**config.mk**
```make
export PLATFORM = sky130hd
export DESIGN_NAME = softmax_avg_argmax_flat
export DESIGN_NICKNAME = d
export VERILOG_FILES = /design/src/rtl/softmax_avg_argmax_if.sv /design/src/rtl/softmax_avg_argmax.sv /design/src/flat_wrapper.sv
export SDC_FILE = /design/constraint.sdc
export NUM_CORES = 1
export LEC_CHECK = 0
export ABC_AREA = 1
export BUFFER_PORTS_ARGS = -buffer_cell sky130_fd_sc_hd__buf_2
export CAP_MARGIN = 30
export CORE_MARGIN = 1.5
export CORE_UTILIZATION = 45
export DETAILED_ROUTE_END_ITERATION = 10
export GPL_TIMING_DRIVEN = 0
export PLACE_DENSITY = 0.66
export RECOVER_POWER = 50
export SLEW_MARGIN = 20
export SYNTH_ARGS = -nofsm -noshare
export SYNTH_HDL_FRONTEND = slang
export SYNTH_SLANG_ARGS = --single-unit
export TNS_END_PERCENT = 30
```
**constraint.sdc**
```tcl
create_clock -name clk -period 16.4 [get_ports clk]
set_input_delay 2.46 -clock clk [delete_from_list [all_inputs] [get_ports clk]]
set_output_delay 2.46 -clock clk [all_outputs]
set_load 0.02 [all_outputs]
```
**src/rtl/softmax_avg_argmax_if.sv**
```systemverilog
// Intermediate-result memory port used by the softmax averaging stage.
// The stage drives the master side; the memory answers reads one cycle later.
interface softmax_avg_argmax_if #(
  parameter int unsigned ADDR_W = 16,
  parameter int unsigned DATA_W = 16
);
  logic              rd_en;
  logic [ADDR_W-1:0] rd_addr;
  logic [DATA_W-1:0] rd_data;
  logic              wr_en;
  logic [ADDR_W-1:0] wr_addr;
  logic [DATA_W-1:0] wr_data;

  modport master (
    output rd_en, rd_addr, wr_en, wr_addr, wr_data,
    input  rd_data
  );

  modport slave (
    input  rd_en, rd_addr, wr_en, wr_addr, wr_data,
    output rd_data
  );
endinterface

```
**src/rtl/softmax_avg_argmax.sv**
```systemverilog
// Averages the current softmax vector with up to two previous ones, writes the
// average back, picks the argmax as sleep stage and shifts the history window.
module softmax_avg_argmax #(
  parameter int unsigned NUM_STAGES = 5,
  parameter int unsigned CUR_BASE   = 32,
  parameter int unsigned PREV_BASE  = 57334,
  parameter int unsigned AVG_BASE   = 0
) (
  input  logic                 clk,
  input  logic                 rst,
  input  logic                 start,
  output logic                 busy,
  output logic                 done,
  output logic [2:0]           sleep_stage,
  softmax_avg_argmax_if.master mem
);

  localparam int unsigned ADDR_W = 16;
  localparam int unsigned DATA_W = 16;
  localparam int unsigned COMP_W = 48;
  localparam int unsigned Q_COMP = 21;
  localparam int unsigned N_RD   = 3 * NUM_STAGES;
  localparam int unsigned N_RET  = 2 * NUM_STAGES;
  localparam int unsigned CNT_W  = $clog2(N_RD + 1);
  localparam int unsigned IDX_W  = $clog2(NUM_STAGES);

  localparam logic signed [COMP_W-1:0] RECIP_1 = COMP_W'(2097152);
  localparam logic signed [COMP_W-1:0] RECIP_2 = COMP_W'(1048576);
  localparam logic signed [COMP_W-1:0] RECIP_3 = COMP_W'(699051);
  localparam logic signed [COMP_W-1:0] ROUND_C = COMP_W'(1) <<< (Q_COMP - 1);

  typedef enum logic [2:0] {
    S_IDLE, S_READ, S_AVG, S_RETIRE, S_DONE
  } state_t;

  typedef logic signed [DATA_W-1:0] word_t;

  state_t             state_q, state_d;
  logic [CNT_W-1:0]   cnt_q, cnt_d;
  logic [1:0]         nvalid_q, nvalid_d;
  word_t              cur_q [NUM_STAGES];
  word_t              cur_d [NUM_STAGES];
  word_t              p1_q  [NUM_STAGES];
  word_t              p1_d  [NUM_STAGES];
  word_t              p2_q  [NUM_STAGES];
  word_t              p2_d  [NUM_STAGES];
  logic [2:0]         best_idx_q, best_idx_d;
  word_t              best_val_q, best_val_d;
  logic [2:0]         sleep_stage_q, sleep_stage_d;
  logic               busy_q, busy_d;
  logic               done_q, done_d;
  logic               rd_en_q, rd_en_d;
  logic [ADDR_W-1:0]  rd_addr_q, rd_addr_d;
  logic               wr_en_q, wr_en_d;
  logic [ADDR_W-1:0]  wr_addr_q, wr_addr_d;
  word_t              wr_data_q, wr_data_d;

  // Rounded average of three same-format operands for 1..3 valid entries.
  function automatic word_t avg_of(input word_t a, input word_t b, input word_t c,
                                   input logic [1:0] nv);
    logic signed [COMP_W-1:0] sum;
    logic signed [COMP_W-1:0] recip;
    logic signed [COMP_W-1:0] prod;
    sum = COMP_W'(a) + COMP_W'(b) + COMP_W'(c);
    case (nv)
      2'd0:    recip = RECIP_1;
      2'd1:    recip = RECIP_2;
      default: recip = RECIP_3;
    endcase
    prod = sum * recip + ROUND_C;
    return DATA_W'(prod >>> Q_COMP);
  endfunction

  always_ff @(posedge clk) begin
    if (rst) begin
      state_q       <= S_IDLE;
      cnt_q         <= '0;
      nvalid_q      <= '0;
      best_idx_q    <= '0;
      best_val_q    <= '0;
      sleep_stage_q <= '0;
      busy_q        <= 1'b0;
      done_q        <= 1'b0;
      rd_en_q       <= 1'b0;
      rd_addr_q     <= '0;
      wr_en_q       <= 1'b0;
      wr_addr_q     <= '0;
      wr_data_q     <= '0;
      for (int i = 0; i < int'(NUM_STAGES); i++) begin
        cur_q[i] <= '0;
        p1_q[i]  <= '0;
        p2_q[i]  <= '0;
      end
    end else begin
      state_q       <= state_d;
      cnt_q         <= cnt_d;
      nvalid_q      <= nvalid_d;
      best_idx_q    <= best_idx_d;
      best_val_q    <= best_val_d;
      sleep_stage_q <= sleep_stage_d;
      busy_q        <= busy_d;
      done_q        <= done_d;
      rd_en_q       <= rd_en_d;
      rd_addr_q     <= rd_addr_d;
      wr_en_q       <= wr_en_d;
      wr_addr_q     <= wr_addr_d;
      wr_data_q     <= wr_data_d;
      for (int i = 0; i < int'(NUM_STAGES); i++) begin
        cur_q[i] <= cur_d[i];
        p1_q[i]  <= p1_d[i];
        p2_q[i]  <= p2_d[i];
      end
    end
  end

  logic [CNT_W-1:0] slot;
  logic [IDX_W-1:0] oidx;
  word_t            avg_c;

  always_comb begin
    state_d       = state_q;
    cnt_d         = cnt_q;
    nvalid_d      = nvalid_q;
    best_idx_d    = best_idx_q;
    best_val_d    = best_val_q;
    sleep_stage_d = sleep_stage_q;
    cur_d         = cur_q;
    p1_d          = p1_q;
    p2_d          = p2_q;
    busy_d        = 1'b0;
    done_d        = 1'b0;
    rd_en_d       = 1'b0;
    rd_addr_d     = '0;
    wr_en_d       = 1'b0;
    wr_addr_d     = '0;
    wr_data_d     = '0;
    slot          = cnt_q - CNT_W'(1);
    oidx          = '0;
    avg_c         = '0;

    case (state_q)
      S_IDLE: begin
        if (start) begin
          state_d = S_READ;
          cnt_d   = '0;
        end
      end
      S_READ: begin
        // Read data lags the request by one cycle, so slot = cnt - 1.
        if (cnt_q != '0) begin
          if (slot < CNT_W'(NUM_STAGES)) begin
            cur_d[IDX_W'(slot)] = word_t'(mem.rd_data);
          end else if (slot < CNT_W'(N_RET)) begin
            p1_d[IDX_W'(slot - CNT_W'(NUM_STAGES))] =
              (nvalid_q >= 2'd1) ? word_t'(mem.rd_data) : '0;
          end else begin
            p2_d[IDX_W'(slot - CNT_W'(N_RET))] =
              (nvalid_q >= 2'd2) ? word_t'(mem.rd_data) : '0;
          end
        end
        if (cnt_q == CNT_W'(N_RD)) begin
          state_d = S_AVG;
          cnt_d   = '0;
        end else begin
          cnt_d = cnt_q + CNT_W'(1);
        end
      end
      S_AVG: begin
        if (cnt_q == CNT_W'(NUM_STAGES - 1)) begin
          state_d = S_RETIRE;
          cnt_d   = '0;
        end else begin
          cnt_d = cnt_q + CNT_W'(1);
        end
      end
      S_RETIRE: begin
        if (cnt_q == CNT_W'(N_RET - 1)) begin
          state_d = S_DONE;
          cnt_d   = '0;
        end else begin
          cnt_d = cnt_q + CNT_W'(1);
        end
      end
      S_DONE: begin
        state_d  = S_IDLE;
        nvalid_d = (nvalid_q == 2'd2) ? 2'd2 : nvalid_q + 2'd1;
      end
      default: state_d = S_IDLE;
    endcase

    // Registered outputs are derived from the state being entered.
    busy_d = (state_d != S_IDLE);
    case (state_d)
      S_READ: begin
        if (cnt_d < CNT_W'(N_RD)) begin
          rd_en_d = 1'b1;
          if (cnt_d < CNT_W'(NUM_STAGES))
            rd_addr_d = ADDR_W'(CUR_BASE + 32'(cnt_d));
          else
            rd_addr_d = ADDR_W'(PREV_BASE + 32'(cnt_d) - NUM_STAGES);
        end
      end
      S_AVG: begin
        oidx      = IDX_W'(cnt_d);
        avg_c     = avg_of(cur_q[oidx], p1_q[oidx], p2_q[oidx], nvalid_q);
        wr_en_d   = 1'b1;
        wr_addr_d = ADDR_W'(AVG_BASE + 32'(cnt_d));
        wr_data_d = avg_c;
        // Strict compare keeps the lowest index on ties.
        if (cnt_d == '0 || avg_c > best_val_q) begin
          best_idx_d = 3'(cnt_d);
          best_val_d = avg_c;
        end
      end
      S_RETIRE: begin
        wr_en_d = 1'b1;
        if (cnt_d < CNT_W'(NUM_STAGES)) begin
          oidx      = IDX_W'(cnt_d);
          wr_addr_d = ADDR_W'(PREV_BASE + NUM_STAGES + 32'(cnt_d));
          wr_data_d = p1_q[oidx];
        end else begin
          oidx      = IDX_W'(cnt_d - CNT_W'(NUM_STAGES));
          wr_addr_d = ADDR_W'(PREV_BASE + 32'(cnt_d) - NUM_STAGES);
          wr_data_d = cur_q[oidx];
        end
      end
      S_DONE: begin
        done_d        = 1'b1;
        sleep_stage_d = best_idx_q;
      end
      default: ;
    endcase
  end

  assign busy        = busy_q;
  assign done        = done_q;
  assign sleep_stage = sleep_stage_q;
  assign mem.rd_en   = rd_en_q;
  assign mem.rd_addr = rd_addr_q;
  assign mem.wr_en   = wr_en_q;
  assign mem.wr_addr = wr_addr_q;
  assign mem.wr_data = wr_data_q;

endmodule
```
**src/flat_wrapper.sv**
```systemverilog
// flat-port wrapper written by rule: the top's interface ports become plain ports
module softmax_avg_argmax_flat 
#(
  parameter int unsigned NUM_STAGES = 5,
  parameter int unsigned CUR_BASE   = 32,
  parameter int unsigned PREV_BASE  = 57334,
  parameter int unsigned AVG_BASE   = 0
)
  (clk, rst, start, busy, done, sleep_stage, mem_rd_en, mem_rd_addr, mem_wr_en, mem_wr_addr, mem_wr_data, mem_rd_data);
  softmax_avg_argmax_if mem_i ();
  input  logic clk;
  input  logic rst;
  input  logic start;
  output logic busy;
  output logic done;
  output logic [2:0] sleep_stage;
  output wire logic [$bits(mem_i.rd_en)-1:0] mem_rd_en;
  output wire logic [$bits(mem_i.rd_addr)-1:0] mem_rd_addr;
  output wire logic [$bits(mem_i.wr_en)-1:0] mem_wr_en;
  output wire logic [$bits(mem_i.wr_addr)-1:0] mem_wr_addr;
  output wire logic [$bits(mem_i.wr_data)-1:0] mem_wr_data;
  input wire logic [$bits(mem_i.rd_data)-1:0] mem_rd_data;
  assign mem_rd_en = mem_i.rd_en;
  assign mem_rd_addr = mem_i.rd_addr;
  assign mem_wr_en = mem_i.wr_en;
  assign mem_wr_addr = mem_i.wr_addr;
  assign mem_wr_data = mem_i.wr_data;
  assign mem_i.rd_data = mem_rd_data;
  softmax_avg_argmax #(.NUM_STAGES(NUM_STAGES), .CUR_BASE(CUR_BASE), .PREV_BASE(PREV_BASE), .AVG_BASE(AVG_BASE)) u_core (.clk(clk), .rst(rst), .start(start), .busy(busy), .done(done), .sleep_stage(sleep_stage), .mem(mem_i));
endmodule
```
==> flow_summary_export.csv <==
group,metric,value,unit
detailed_routing,firstDrtPassIters,6,
global_route,antenna_found_initial,0,
worst_hold_path,hp-start,"u_core.p1_q[39]",
critical_path,path_common_cell,"nand2_1",
critical_path,reg2reg_slack,2.16,ns
placed_design,detailed_place_hpwl,66900,µm
logic_synthesis,yosys_warnings,0,
detailed_routing,finalWirelength,85600,µm
detailed_routing,drtIter0Drc,2235,
timing,fin_crit_sh,0.900,
power_and_ir_drop,p_leak,0.0113,µW
cells_and_area,n_antenna_cell,0,
timing,slew_viol_final,17,
floorplanning,rows,82,
logic_synthesis,ys_seq_area_frac,0.274,
timing,setup_tns,0,ns
floorplanning,die_x,228,µm
timing,period_minus_slack,14.76,ns
critical_path,critPathMaxFanout,10,
global_route,grt_pass1_vias,21163,
critical_path,end_kind,"flip-flop",
worst_hold_path,whs_path_depth,2,
cells_and_area,synthToLayoutAreaGrowth,10.2,%
detailed_routing,vias_per_cell,5.62,
cts,cts_hold_buffers,0,
critical_path,reg2reg_to,"u_core.best_idx_q[1]",
detailed_routing,drc,0,
floorplanning,coreArea,50000,µm²
detailed_routing,ant_nets,0,
cts,postCtsSetupRepairBufs,0,
timing,hold_slack,0.457,ns
cts,cts.clk_slew.worst_paths,0.07,ns
critical_path,crit_family,"adder cells",
cts,ctsResizeCount,0,
critical_path,crit_path_top_delay_cell,"a21boi_0",
floorplanning,die_h,228,µm
cells_and_area,nets,3511,
logic_synthesis,synth_cell_types,54,
logic_synthesis,ys_async_sr_fraction,0,
cells_and_area,layout-drive-gt1-share,0.0614,
cts,clk_latency,0.57,ns
timing,fin_ws,1.64,ns
timing,relSlewSlack,-0.0275,
cts,cts_tree,"yes",
worst_hold_path,min_to,"u_core.p1_q[39]",
timing,worst-slew-pin-transition,1.53,ns
run_status,violations,"max-capacitance violations, max-slew violations",
critical_path,cp.arrival,15.23,ns
cts,htree_levels,2,
floorplanning,die_area,51800,µm²
cts,cts_buffers,36,
logic_synthesis,ys_ff_latch,310,
power_and_ir_drop,ir_drop,0.0000833,V
cells_and_area,fin_cells,3850,
placed_design,io_buffers,72,
worst_hold_path,hold_path_class,"reg -> reg",
global_route,grt_pass1_wl,127000,µm
cts,clock-sinks,310,
timing,finalHoldViolations,0,
critical_path,critPathLaunchType,"input port",
critical_path,path_buf_inv,13,
placed_design,dpl_worst_slack,1.72,ns
detailed_routing,via_count,21637,
logic_synthesis,syn_area,22700,µm²
critical_path,required,16.86,ns
timing,fin_skew,0.0285,ns
logic_synthesis,synth_edf_count,0,
critical_path,reg2reg_from,"u_core.cnt_q[0]",
cts,ctsLongestPathBuffers,3,
critical_path,path_class,"in -> reg",
timing,setup_viol,0,
logic_synthesis,synth_top_flop_cell,"dfxtp_1",
logic_synthesis,syn_inst,3038,
placed_design,dp.cells,3785,
global_route,grt_max_degree,14,
power_and_ir_drop,power.density,95.0,nW/µm²
global_route,grt-ovfl-total,0,
placed_design,gp_congestion,1.00,
logic_synthesis,postSynthAreaPerCell,7.47,µm²
critical_path,ff2ff_path_depth,59,
flow_run,drv_cap,2,
critical_path,slowest_delay,1.19,ns
cts,cts_root_buf,"clkbuf_16",
floorplanning,io_pins,74,
detailed_routing,wl_per_cell,22.2,µm
timing,fmax,67.7,MHz
timing,rsz0062_at_grt,"no",
floorplanning,start_util,0.454,
placed_design,dpl_cell_area,23900,µm²
global_route,grtUsageTotal,0.331,
cells_and_area,final_area,25000,µm²
run_status,status,"finished with violations",
-- flip-flops by register name, summed over array words and instances, names as in the netlist, 2 cells and up --
| name | cells |
|---|---|
| u_core.cnt_q | 4 |
| u_core.p1_q | 80 |
| u_core.nvalid_q | 2 |
| u_core.sleep_stage | 3 |
| u_core.best_idx_q | 3 |
| u_core.mem.wr_addr | 9 |
| u_core.mem.wr_data | 16 |
| u_core.state_q | 3 |
| u_core.cur_q | 80 |
| u_core.best_val_q | 16 |
| u_core.p2_q | 80 |
| u_core.mem.rd_addr | 10 |
-- stage by stage --
| stage | util | power [µW] |
|---|---|---|
| floorplan | - | 1290 |
| global placement | 0.478 | 1540 |
| detailed placement | 0.478 | 1550 |
| CTS | 0.502 | 2370 |
| global route | 0.500 | 2490 |
| finish | 0.500 | 2370 |
-- worst register-to-register path: cells and delay by family (launching register included) --
family / cells / cell delay (ns)
fa+ha+maj: 11 / 5.31
simple gates: 23 / 2.73
compound gates: 10 / 2.71
buf+inv: 14 / 2.58
flops: 1 / 0.45
xor+xnor: 1 / 0.31
-- cells in the final DEF, fill, tap and decap left out, types with 7 or more instances in the layout --
cell type,n
xor2_1,24
dfxtp_1,310
a31oi_1,15
or2_2,14
buf_1,8
nand3_1,131
ha_1,180
a21oi_1,320
inv_1,502
o21ai_0,274
a32oi_1,14
buf_2,62
fa_1,161
nand2_1,456
buf_4,17
clkbuf_16,36
nand4_1,8
nor2_1,228
a211oi_1,28
clkinv_2,7
inv_2,22
o211ai_1,43
nor3_1,18
clkbuf_1,150
o21ai_1,52
-- worst max-delay path by stage --
| stage | startpoint | to | slack [ns] | depth (start not counted) |
|---|---|---|---|---|
| floorplan | start | u_core.best_idx_q[2] | 4.45 | 53 |
| global placement | start | u_core.best_idx_q[1] | 1.66 | 55 |
| detailed placement | start | u_core.best_val_q[1] | 1.72 | 54 |
| CTS | start | u_core.best_val_q[13] | 2.28 | 52 |
| global route | start | u_core.best_val_q[10] | 0.85 | 52 |
| finish | start | u_core.best_idx_q[1] | 1.64 | 56 |
-- power breakdown --
group | internal (µW) | leakage, µW | switching [µW] | total, µW
Combinational | 255 | 0.00817 | 531 | 786
Clock | 480 | 0.000587 | 350 | 830
Sequential | 756 | 0.00250 | 2.15 | 758
Total | 1490 | 0.0113 | 883 | 2370
-- synth_stat cells (all sizes together) (2+ instances only) --
library cell / number / area [µm²]
a211oi: 28 / 210
a21boi: 2 / 18.8
a21o: 6 / 45.0
a21oi: 321 / 1610
a31oi: 15 / 93.8
a32o: 3 / 30.0
a32oi: 14 / 123
and3: 2 / 12.5
buf: 77 / 424
clkbuf: 82 / 308
conb: 2 / 7.51
dfxtp: 310 / 6210
fa: 161 / 3220
ha: 180 / 2250
inv: 527 / 1980
nand2: 458 / 1720
nand3: 131 / 656
nand3b: 4 / 30.0
nand4: 8 / 50.1
nor2: 234 / 901
nor3: 21 / 130
nor4: 7 / 80.1
o211ai: 43 / 323
o21a: 6 / 45.0
o21ai: 331 / 1680
o21bai: 5 / 37.5
o221ai: 2 / 17.5
o311ai: 5 / 43.8
o31ai: 2 / 15.0
or2: 15 / 93.8
xnor2: 5 / 43.8
xor2: 24 / 210
-- cells by family after synthesis --
logic type | share of synthesized area
AO/OA/AOI/OAI | 0.191
XOR/XNOR | 0.0112
adder cells (fa/ha/maj) | 0.241
buffers and inverters | 0.119
flip-flops | 0.274
other | 0.000331
AND/OR/NAND/NOR | 0.163
-- final cells by class --
cell class	instances	area, µm²
clock inverters	17	203
inverters	527	1980
repair buffers	73	307
flip-flops and latches	310	6210
plain buffers	159	724
well taps	672	841
fillers	5014	25000
multi-input cells	2044	13700
clock buffers	48	996
-- per-layer routing --
metal,GRT usage,vias up,share of wire
met1,0.403,10346,0.39
met5,0,-,0
li1,-,10045,-
met2,0.554,1021,0.47
met4,0.174,0,0.054
met3,0.0660,225,0.085
Power figures use the tool's default switching activity.
